--- src/rtl/uart_frame_rx.sv ---
// Hunts FA F1 ADDR_H ADDR_L DATA frames on the UART byte stream; payload strobed 1 cycle after DATA.
// No backpressure: every i_rvalid byte is consumed; stalls inside a frame end in a timeout.
module uart_frame_rx #(
    parameter logic [7:0]  HDR0        = 8'hFA,
    parameter logic [7:0]  HDR1        = 8'hF1,
    parameter logic [15:0] MY_ADDR     = 16'h0001,
    parameter int          TIMEOUT_CYC = 500000,
    parameter int          CNT_W       = 20
) (
    input  logic        clk,
    input  logic        rst,
    input  logic [7:0]  i_rdat,
    input  logic        i_rvalid,
    output logic [7:0]  o_data,
    output logic        o_valid,
    output logic        o_addr_err,
    output logic        o_timeout,
    output logic        o_busy,
    output logic [15:0] o_frame_cnt
);

    typedef enum logic [2:0] {
        S_HUNT, S_HDR1, S_ADDRH, S_ADDRL, S_DATA, S_SKIP
    } state_t;

    localparam logic [CNT_W-1:0] TMO_LAST = CNT_W'(TIMEOUT_CYC - 1);

    state_t           state;
    logic [CNT_W-1:0] tmo_cnt;
    logic [7:0]       addr_h;

    // o_busy is written alongside every state change so it always mirrors state != S_HUNT.
    always_ff @(posedge clk or negedge rst) begin
        if (!rst) begin
            state       <= S_HUNT;
            tmo_cnt     <= '0;
            addr_h      <= '0;
            o_data      <= '0;
            o_valid     <= 1'b0;
            o_addr_err  <= 1'b0;
            o_timeout   <= 1'b0;
            o_busy      <= 1'b0;
            o_frame_cnt <= '0;
        end else begin
            o_valid    <= 1'b0;
            o_addr_err <= 1'b0;
            o_timeout  <= 1'b0;
            if (i_rvalid) begin
                tmo_cnt <= '0;
                case (state)
                    S_HUNT: begin
                        if (i_rdat == HDR0) begin
                            state  <= S_HDR1;
                            o_busy <= 1'b1;
                        end
                    end
                    S_HDR1: begin
                        if (i_rdat == HDR1) begin
                            state <= S_ADDRH;
                        end else if (i_rdat != HDR0) begin
                            state  <= S_HUNT;
                            o_busy <= 1'b0;
                        end
                    end
                    S_ADDRH: begin
                        addr_h <= i_rdat;
                        state  <= S_ADDRL;
                    end
                    S_ADDRL: begin
                        if ({addr_h, i_rdat} == MY_ADDR) begin
                            state <= S_DATA;
                        end else begin
                            o_addr_err <= 1'b1;
                            state      <= S_SKIP;
                        end
                    end
                    S_DATA: begin
                        o_data      <= i_rdat;
                        o_valid     <= 1'b1;
                        o_frame_cnt <= o_frame_cnt + 16'd1;
                        state       <= S_HUNT;
                        o_busy      <= 1'b0;
                    end
                    default: begin
                        state  <= S_HUNT;
                        o_busy <= 1'b0;
                    end
                endcase
            end else if (state != S_HUNT) begin
                if (tmo_cnt == TMO_LAST) begin
                    o_timeout <= 1'b1;
                    state     <= S_HUNT;
                    o_busy    <= 1'b0;
                    tmo_cnt   <= '0;
                end else begin
                    tmo_cnt <= tmo_cnt + CNT_W'(1);
                end
            end else begin
                tmo_cnt <= '0;
            end
        end
    end

endmodule

--- config.mk ---
export PLATFORM = sky130hd
export DESIGN_NAME = uart_frame_rx
export DESIGN_NICKNAME = d
export VERILOG_FILES = /design/src/rtl/uart_frame_rx.sv
export SDC_FILE = /design/constraint.sdc
export NUM_CORES = 1
export LEC_CHECK = 0
export ABC_CLOCK_PERIOD_IN_PS = 2700
export BUFFER_PORTS_ARGS = -buffer_cell sky130_fd_sc_hd__buf_2
export CORE_UTILIZATION = 23
export DETAILED_ROUTE_END_ITERATION = 8
export PLACE_DENSITY_LB_ADDON = 0.25
export SYNTH_ARGS = -nofsm -noshare
export SYNTH_HDL_FRONTEND = slang
export SYNTH_SLANG_ARGS = --single-unit
--- constraint.sdc ---
create_clock -name clk -period 2.7 [get_ports clk]
set_input_delay 0.135 -clock clk [delete_from_list [all_inputs] [get_ports clk]]
set_output_delay 0.135 -clock clk [all_outputs]
set_load 0.01 [all_outputs]
==> out/metrics.csv, run 1 <==
metric,value,unit
wl,5620,um
fin_crit_sh,70.7,%
cts_setup_buffers,0,
finalHoldViolCount,0,
synth_top_area_share,54.4,%
relSlewSlack,49.5,%
crit_path_end_kind,flip-flop,
synth_top_flop_cell,dfrtp_1,
synthAdderAreaFrac,0.923,%
cts_buffers,9,
hp-class,input pin to flip-flop,
dp.cells,412,
place_congestion,0.702,
muxShareOfSynthArea,7.61,%
outcome,"finished, final reports clean",
diodes,0,
crit_type,flip-flop to flip-flop,
slowest_delay,540,ps
clock_latency,320,ps
cp_top_family,simple AND/OR/NAND/NOR gates,
vias,1864,
netlist_area,0.00271,mm^2
cts_root_buf,clkbuf_16,
die_height,111,um
post-route-min-period,1910,ps
path_max_fanout,6,
layout_commonest_cell,dfrtp_1,
io_pins,39,
initialDrtViolationCount,76,
synth_top_family_by_area,simple AND/OR/NAND/NOR gates,
synth-simple-area-share,20.2,%
async_reset_ff_share,100,%
ir_drop,0.348,mV
cts_tree,built,
syn_area_per_cell,11.6,um^2
path_cells,or4_4 > nor4_4 > o221a_2 > o31ai_2 > mux2_4,
cts_hold_buf,1,
yosys_warnings,0,
final_nets,294,
cts_sinks,59,
path_clk_slew,50,ps
setup_tns,0,ps
leakage,1.59,nW
core_area,0.0115,mm^2
ys_ff_latch,59,
p_total,2.61,mW
fin_cells,428,
place_hpwl,4060,um
grt_max_degree,33,
drv_slew,0,
antenna_left,0,
drc,0,
clockBufferDepth,2,
wl_per_cell,13.1,um
drt_first_pass_iters,4,
die_area,0.0122,mm^2
grt_setup_unrepaired,no,
ctsResizeCount,0,
initial_utilization,23.7,%
power_density,765,mW/mm^2
final_cell_mix,"dfrtp_1 (59), buf_2 (38), nor2_1 (27)",
yosysUniqueCellTypes,45,
io_buffers,38,
skew,6.32,ps
final_layout_size_suffix_gt1_share,30.2,%
synth.largest_area_cell,dfrtp_1,
ys_seq_area_share,54.4,%
grtUsageTotal,10.1,%
hold_slack,109,ps
vias_per_cell,4.36,
path_buf_inv,0,
grt_antenna_before_repair,0,
grt_pass1_wl,9860,um
fmax,0.524,GHz
synth-xor-area-share,10.7,%
synthesis.nets,247,
startpoint_type,flip-flop,
synthToLayoutAreaGrowth,25.8,%
cp_data_required_time,2900,ps
arrival,2110,ps
die_w,111,um
synth-compound-area-share,4.06,%
num_rows,39,
syn_inst,234,
slowest_stage,or4_4,
cap_violations,0,
tightest_slew,758,ps
overflow,0,
synth_area_leaders,"dfrtp_1 (54%), mux2_2 (7.1%), xnor2_1 (6.5%)",
htreeDepth,3,
grt_pass1_vias,1998,
synth_edf_count,0,
setup_violations,0,
[flip-flops by register name, summed over array words and instances, names as in the netlist]
name and count:
tmo_cnt 20, o_frame_cnt 16, addr_h 8, o_data 8, state 3, o_addr_err 1
o_busy 1, o_timeout 1, o_valid 1
[routing by layer]
metal  wire length (um)  global-route usage [%]  up-vias
met4                 57                    3.47        0
met1               2830                    13.2      910
met2               2540                    15.2       31
li1                   -                       -      919
met5                  0                       0        -
met3                196                    3.90        4
[layout make-up]
class	count	area, um^2
Fill cell	1210	8060
Sequential cell	59	1480
Multi-Input combinational cell	163	1180
Clock buffer	11	253
Timing Repair Buffer	44	238
Tap cell	143	179
Clock inverter	4	73.8
Inverter	4	15.0
[synth_stat cells, types with 2 or more instances]
cell	count
buf_4	2
buf_2	5
xnor2_1	20
nand2_1	16
nand3_1	9
and4_1	2
nor2_1	27
nand4_1	11
o21ai_0	2
xor2_1	13
ha_1	2
mux2_2	17
a21oi_1	2
and3_1	8
dfrtp_1	59
inv_1	4
nor3_1	2
nor4_1	4
and2_1	2
o31ai_1	2
[stage by stage]
stage / utilization, % / cell area [um^2] / worst slack (ps)
floorplan: - / 2710 / 892
global placement: 26.8 / 3080 / 829
detailed placement: 26.8 / 3080 / 791
CTS: 29.8 / 3410 / 788
global route: 29.8 / 3410 / 705
finish: 29.8 / 3410 / 791
[power by group]
group / total, mW / internal [mW] / switching, mW
Combinational: 0.317 / 0.159 / 0.158
Clock: 1.23 / 0.851 / 0.383
Sequential: 1.06 / 0.982 / 0.0773
Total: 2.61 / 1.99 / 0.618
[cell families (layout without fill, tap and decap cells)]
logic type,Yosys count,after routing
AND/OR/NAND/NOR,96,96
flip-flops,59,59
XOR/XNOR,33,33
multiplexers,18,18
AO/OA/AOI/OAI,14,14
buffers and inverters,12,63
adder cells (fa/ha/maj),2,2
[path summary, 6_finish.rpt]
check | startpoint | end | slack (ps) | depth (start not counted)
worst min register to register | o_frame_cnt[15] | o_frame_cnt[15] | 460 | 1
min in group asynchronous | rst | tmo_cnt[3] | 420 | 2
worst max register to register | tmo_cnt[7] | state[0] | 790 | 5
worst max-delay path | tmo_cnt[7] | state[0] | 790 | 5
max in group asynchronous | rst | tmo_cnt[10] | 1520 | 3
worst min-delay path | i_rdat[7] | o_data[7] | 110 | 2
No activity file was read; power rests on OpenSTA's default activity.
==> run 2, diff against run 1 <==
- ABC_CLOCK_PERIOD_IN_PS: 2700 -> 1800
- clock period: 2.7 -> 1.8 ns (I/O delays scaled with it)
==> run 2 against run 1 <==
  * The run now ends with negative setup slack left
  * Final cell count grew 3.3%
  * Critical path depth is the same
  * First-iteration DRC count shrank 36%
  * Non-clock buffer count grew 12
  * Flip-flop and latch count is the same
  * Combinational power grew 85%
==> out/metrics.csv, run 2 (synthesized netlist as in run 1, its figures left out) <==
metric,value,unit,change
outcome,"complete, but fails checks",,
failed_checks,negative setup slack,,
wl_per_cell,13.4,um,+1.8%
fin_crit_sh,102,%,+31 points
final_nets,306,,+4.1%
fin_cells,442,,+3.3%
largest_reg_flops,20,,unchanged
cts_buffers,9,,unchanged
overflow,0,,unchanged
grtUsageTotal,10.4,%,+0.29 points
antenna_left,0,,unchanged
power_density,1160,mW/mm^2,+52%
startpoint_type,flip-flop,,
largest_registers,"tmo_cnt x20, o_frame_cnt x16",,
wl,5910,um,+5.2%
grt_max_degree,32,,-3.0%
regMostFlops,tmo_cnt,,
die_height,111,um,unchanged
hp-class,input pin to flip-flop,,
relSlewSlack,65.7,%,+16 points
grt_antenna_before_repair,1,,+1
io_pins,39,,unchanged
ir_drop,0.465,mV,+34%
initialDrtViolationCount,49,,-36%
skew,4.64,ps,-1.68 ps
place_hpwl,4080,um,+0.40%
final_layout_size_suffix_gt1_share,33.6,%,+3.4 points
cts_tree,built,,
io_buffers,38,,unchanged
fmax,0.545,GHz,+4.0%
clock_latency,320,ps,about the same
path_max_fanout,3,,-3
die_area,0.0122,mm^2,unchanged
multi_input_area,0.00118,mm^2,+0.64%
post-route-min-period,1840,ps,-73.6 ps
core_area,0.0115,mm^2,unchanged
drc,0,,unchanged
tightest_slew,515,ps,-243 ps
p_total,4.16,mW,+59%
cp_data_required_time,2010,ps,-890 ps
grt_setup_unrepaired,yes,,
leakage,1.69,nW,+6.3%
timing.final.ws_setup,-35.0,ps,-826 ps
place_congestion,0.713,,+1.6%
seqCellArea,0.00148,mm^2,unchanged
vias,1956,,+4.9%
drt_first_pass_iters,4,,unchanged
drv_slew,0,,unchanged
cap_violations,0,,unchanged
htreeDepth,3,,unchanged
hold_slack,57.3,ps,-51.9 ps
cts_setup_buffers,0,,unchanged
crit_type,flip-flop to flip-flop,,
r2r_slack,-40,ps,-830 ps
die_w,111,um,unchanged
cts_sinks,59,,unchanged
grt_pass1_vias,2017,,+0.95%
fill_cells,1165,,-3.7%
crit_path_end_kind,flip-flop,,
synthToLayoutAreaGrowth,31.9,%,
setup_violations,1,,+1
grt_pass1_wl,10100,um,+2.7%
dp.cells,423,,+2.7%
dpl_worst_slack,-35.0,ps,-826 ps
clockBufferDepth,2,,unchanged
vias_per_cell,4.43,,+1.6%
arrival,2040,ps,-70 ps
final_cell_mix,"dfrtp_1 (59), buf_2 (38), nor2_1 (27)",,
cts_root_buf,clkbuf_16,,
finalHoldViolCount,0,,unchanged
num_rows,39,,unchanged
path_clk_slew,60,ps,about the same
layout_commonest_cell,dfrtp_1,,
initial_utilization,23.7,%,unchanged
## run 2: power breakdown
part           internal [mW]  leakage [nW]  switching (mW)
logic                  0.300         0.708           0.285
registers               1.47         0.815          0.0848
clock network           1.39         0.169           0.624
## run 2: metal layers
layer	share of wire [%]	vias to the layer above	wire length, um	global-route usage, %
met5	0	-	0	0
met3	5.1	5	302	4.45
met4	0.96	0	57	2.93
li1	-	947	-	-
met2	46	43	2740	16.7
met1	48	961	2820	12.7
## run 2: repair_timing
action | CTS | global route
resized for setup | 0 | 1
cloned | 0 | 1
endpoints found under the hold margin | 19 | 0
setup endpoints to repair | 1 | 21
hold buffers | 1 | 0
pin swaps | 0 | 1
## run 2: critical path: stages, from the launching register on
cell     delay (ps)
dfrtp_1         380
or4_4           550
nor4_4          190
o221a_2         250
o31ai_2          70
mux2_4          290
## run 2: worst paths after layout
check	startpoint	to	cells past startpoint
max	tmo_cnt[6]	state[0]	5
min	i_rdat[7]	addr_h[7]	2
max reg2reg	tmo_cnt[6]	state[0]	5
min reg2reg	o_frame_cnt[15]	o_frame_cnt[15]	1
max in group asynchronous	rst	o_data[1]	3
min in group asynchronous	rst	o_frame_cnt[9]	2
## run 2: metrics by stage
| step | area [um^2] | TNS (ps) | utilization, % |
|---|---|---|---|
| after floorplan | 2710 | -8.31 | - |
| after global placement | 3180 | -9.78 | 27.8 |
| after detailed placement | 3180 | -35.0 | 27.8 |
| final | 3580 | -35.0 | 31.2 |
| after CTS | 3540 | -42.0 | 30.9 |
| after global routing | 3580 | -294 | 31.2 |
## run 2: cell type report
cell class | count | share of cell area (%)
inverters | 4 | 0.420
clock buffers | 10 | 6.68
clock inverters | 6 | 3.11
well taps | 143 | 5.00
flip-flops and latches | 59 | 41.3
diodes | 1 | 0.0699
multi-input cells | 163 | 33.1
repair buffers | 56 | 10.3
==> run 3, diff against run 2 <==
- PLACE_DENSITY: default -> 0.42
- PLACE_DENSITY_LB_ADDON: 0.25 -> default
==> run 3 against run 2 <==
  * The run still ends with negative setup slack left
  * Die area stayed put
  * Register-to-register slack hardly changed
  * Final cell count is 0.45% lower
  * Clock power is 9% lower
  * Count of clock-buffer cells in the layout stayed put
==> out/metrics.csv, run 3 (synthesized netlist as in run 1, its figures left out) <==
metric,value,unit,change
final_area,0.00354,mm^2,-1.0%
crit_type,flip-flop to flip-flop,,
hp-class,input pin to flip-flop,,
drc,0,,unchanged
p_total,3.99,mW,-4.0%
leakage,1.68,nW,-0.84%
crit_path_end_kind,flip-flop,,
io_buffers,38,,unchanged
initial_utilization,23.7,%,unchanged
cp_data_required_time,2010,ps,about the same
htreeDepth,3,,unchanged
final_cell_mix,"dfrtp_1 (59), buf_2 (38), nor2_1 (27)",,
largest_reg_flops,20,,unchanged
fin_cells,440,,-0.45%
grt_setup_unrepaired,yes,,
grtUsageTotal,10.9,%,+0.47 points
fin_crit_sh,102,%,about the same
fill_cells,1175,,+0.86%
die_height,111,um,unchanged
cts_tree,built,,
power_density,1130,mW/mm^2,-3.1%
place_congestion,0.722,,+1.3%
cts_buffers,9,,unchanged
skew,4.39,ps,-0.258 ps
place_hpwl,4000,um,-1.9%
setup_tns,-35.7,ps,-0.632 ps
largest_registers,"tmo_cnt x20, o_frame_cnt x16",,
diodes,0,,-1
path_max_fanout,3,,unchanged
tightest_slew,411,ps,-104 ps
initialDrtViolationCount,82,,+67%
multi_input_area,0.00118,mm^2,unchanged
grt_max_degree,60,,+88%
clock_latency,330,ps,about the same
final_layout_size_suffix_gt1_share,33.3,%,-0.22 points
ir_drop,0.625,mV,+34%
startpoint_type,flip-flop,,
die_area,0.0122,mm^2,unchanged
dp.cells,423,,unchanged
dpl_worst_slack,-33.8,ps,+1.18 ps
failed_checks,negative setup slack,,
regMostFlops,tmo_cnt,,
drt_first_pass_iters,4,,unchanged
grt_pass1_vias,2060,,+2.1%
die_w,111,um,unchanged
seqCellArea,0.00148,mm^2,unchanged
num_rows,39,,unchanged
antenna_left,0,,unchanged
grt_antenna_before_repair,0,,-1
post-route-min-period,1840,ps,+0.632 ps
final_nets,306,,unchanged
clockBufferDepth,2,,unchanged
layout_commonest_cell,dfrtp_1,,
wl_per_cell,13.7,um,+2.1%
path_clk_slew,50,ps,about the same
cts_sinks,59,,unchanged
wl,6010,um,+1.6%
vias_per_cell,4.40,,-0.68%
io_pins,39,,unchanged
cts_root_buf,clkbuf_16,,
timing.final.ws_setup,-35.7,ps,-0.632 ps
fmax,0.545,GHz,about the same
vias,1934,,-1.1%
finalHoldViolCount,0,,unchanged
core_area,0.0115,mm^2,unchanged
placed_area,0.00318,mm^2,unchanged
setup_violations,1,,unchanged
overflow,0,,unchanged
drv_slew,0,,unchanged
cts_setup_buffers,0,,unchanged
cap_violations,0,,unchanged
outcome,"complete, but fails checks",,
relSlewSlack,71.9,%,+6.2 points
synthToLayoutAreaGrowth,30.6,%,
grt_pass1_wl,10300,um,+2.1%
arrival,2050,ps,about the same
run 3: cell types whose count changed in the layout (fill, tap and decap cells not counted), sizes merged:
cell / previous run / this run
clkinv: 1 / 2
diode: 1 / 0
inv: 5 / 4
bufinv: 3 / 2
run 3: power by group:
part | internal [mW] | switching, mW | total (mW)
clock network | 1.24 | 0.608 | 1.84
logic | 0.304 | 0.286 | 0.591
registers | 1.47 | 0.0832 | 1.56
total | 3.01 | 0.978 | 3.99
run 3: area by class of cell:
cell class	instances	share of cell area, %
clock buffer	10	6.75
multi-input combinational	163	33.5
sequential	59	41.7
inverter	4	0.424
timing repair buffer	56	10.5
clock inverter	5	2.19
tap	143	5.05
run 3: stage by stage:
step / util (%) / hold WS (ps)
after CTS: 30.6 / 40.3
final: 30.9 / 51.6
after detailed placement: 27.8 / 129
after global placement: 27.8 / 128
after floorplan: - / -206
after global routing: 30.9 / 46.3
run 3: per-layer routing:
| metal | track usage (%) | routed length, um | vias to the layer above |
|---|---|---|---|
| met5 | 0 | 0 | - |
| met4 | 3.73 | 42 | 0 |
| met3 | 4.94 | 308 | 4 |
| met2 | 16.7 | 2760 | 34 |
| met1 | 13.5 | 2900 | 954 |
| li1 | - | - | 942 |
run 3: worst paths after layout:
check	start	to	slack (ps)	cells past startpoint
setup / recovery	tmo_cnt[6]	state[0]	-40	5
hold / removal	i_rdat[5]	addr_h[5]	50	2
setup reg to reg	tmo_cnt[6]	state[0]	-40	5
hold reg to reg	o_frame_cnt[15]	o_frame_cnt[15]	460	1
max in group asynchronous	rst	addr_h[5]	1240	3
min in group asynchronous	rst	tmo_cnt[14]	300	3
run 3: timing repair:
item / CTS / global route
hold endpoints to repair: 59 / 0
cloned: 0 / 1
setup endpoints to repair: 1 / 12
pin swaps: 0 / 1
hold buffers: 1 / 0
resized for setup: 0 / 1
run 3: critical path, stage by stage, from the launching register on:
cell	delay (ps)
dfrtp_1	370
or4_4	540
nor4_4	190
o221a_2	250
o31ai_2	70
mux2_4	300
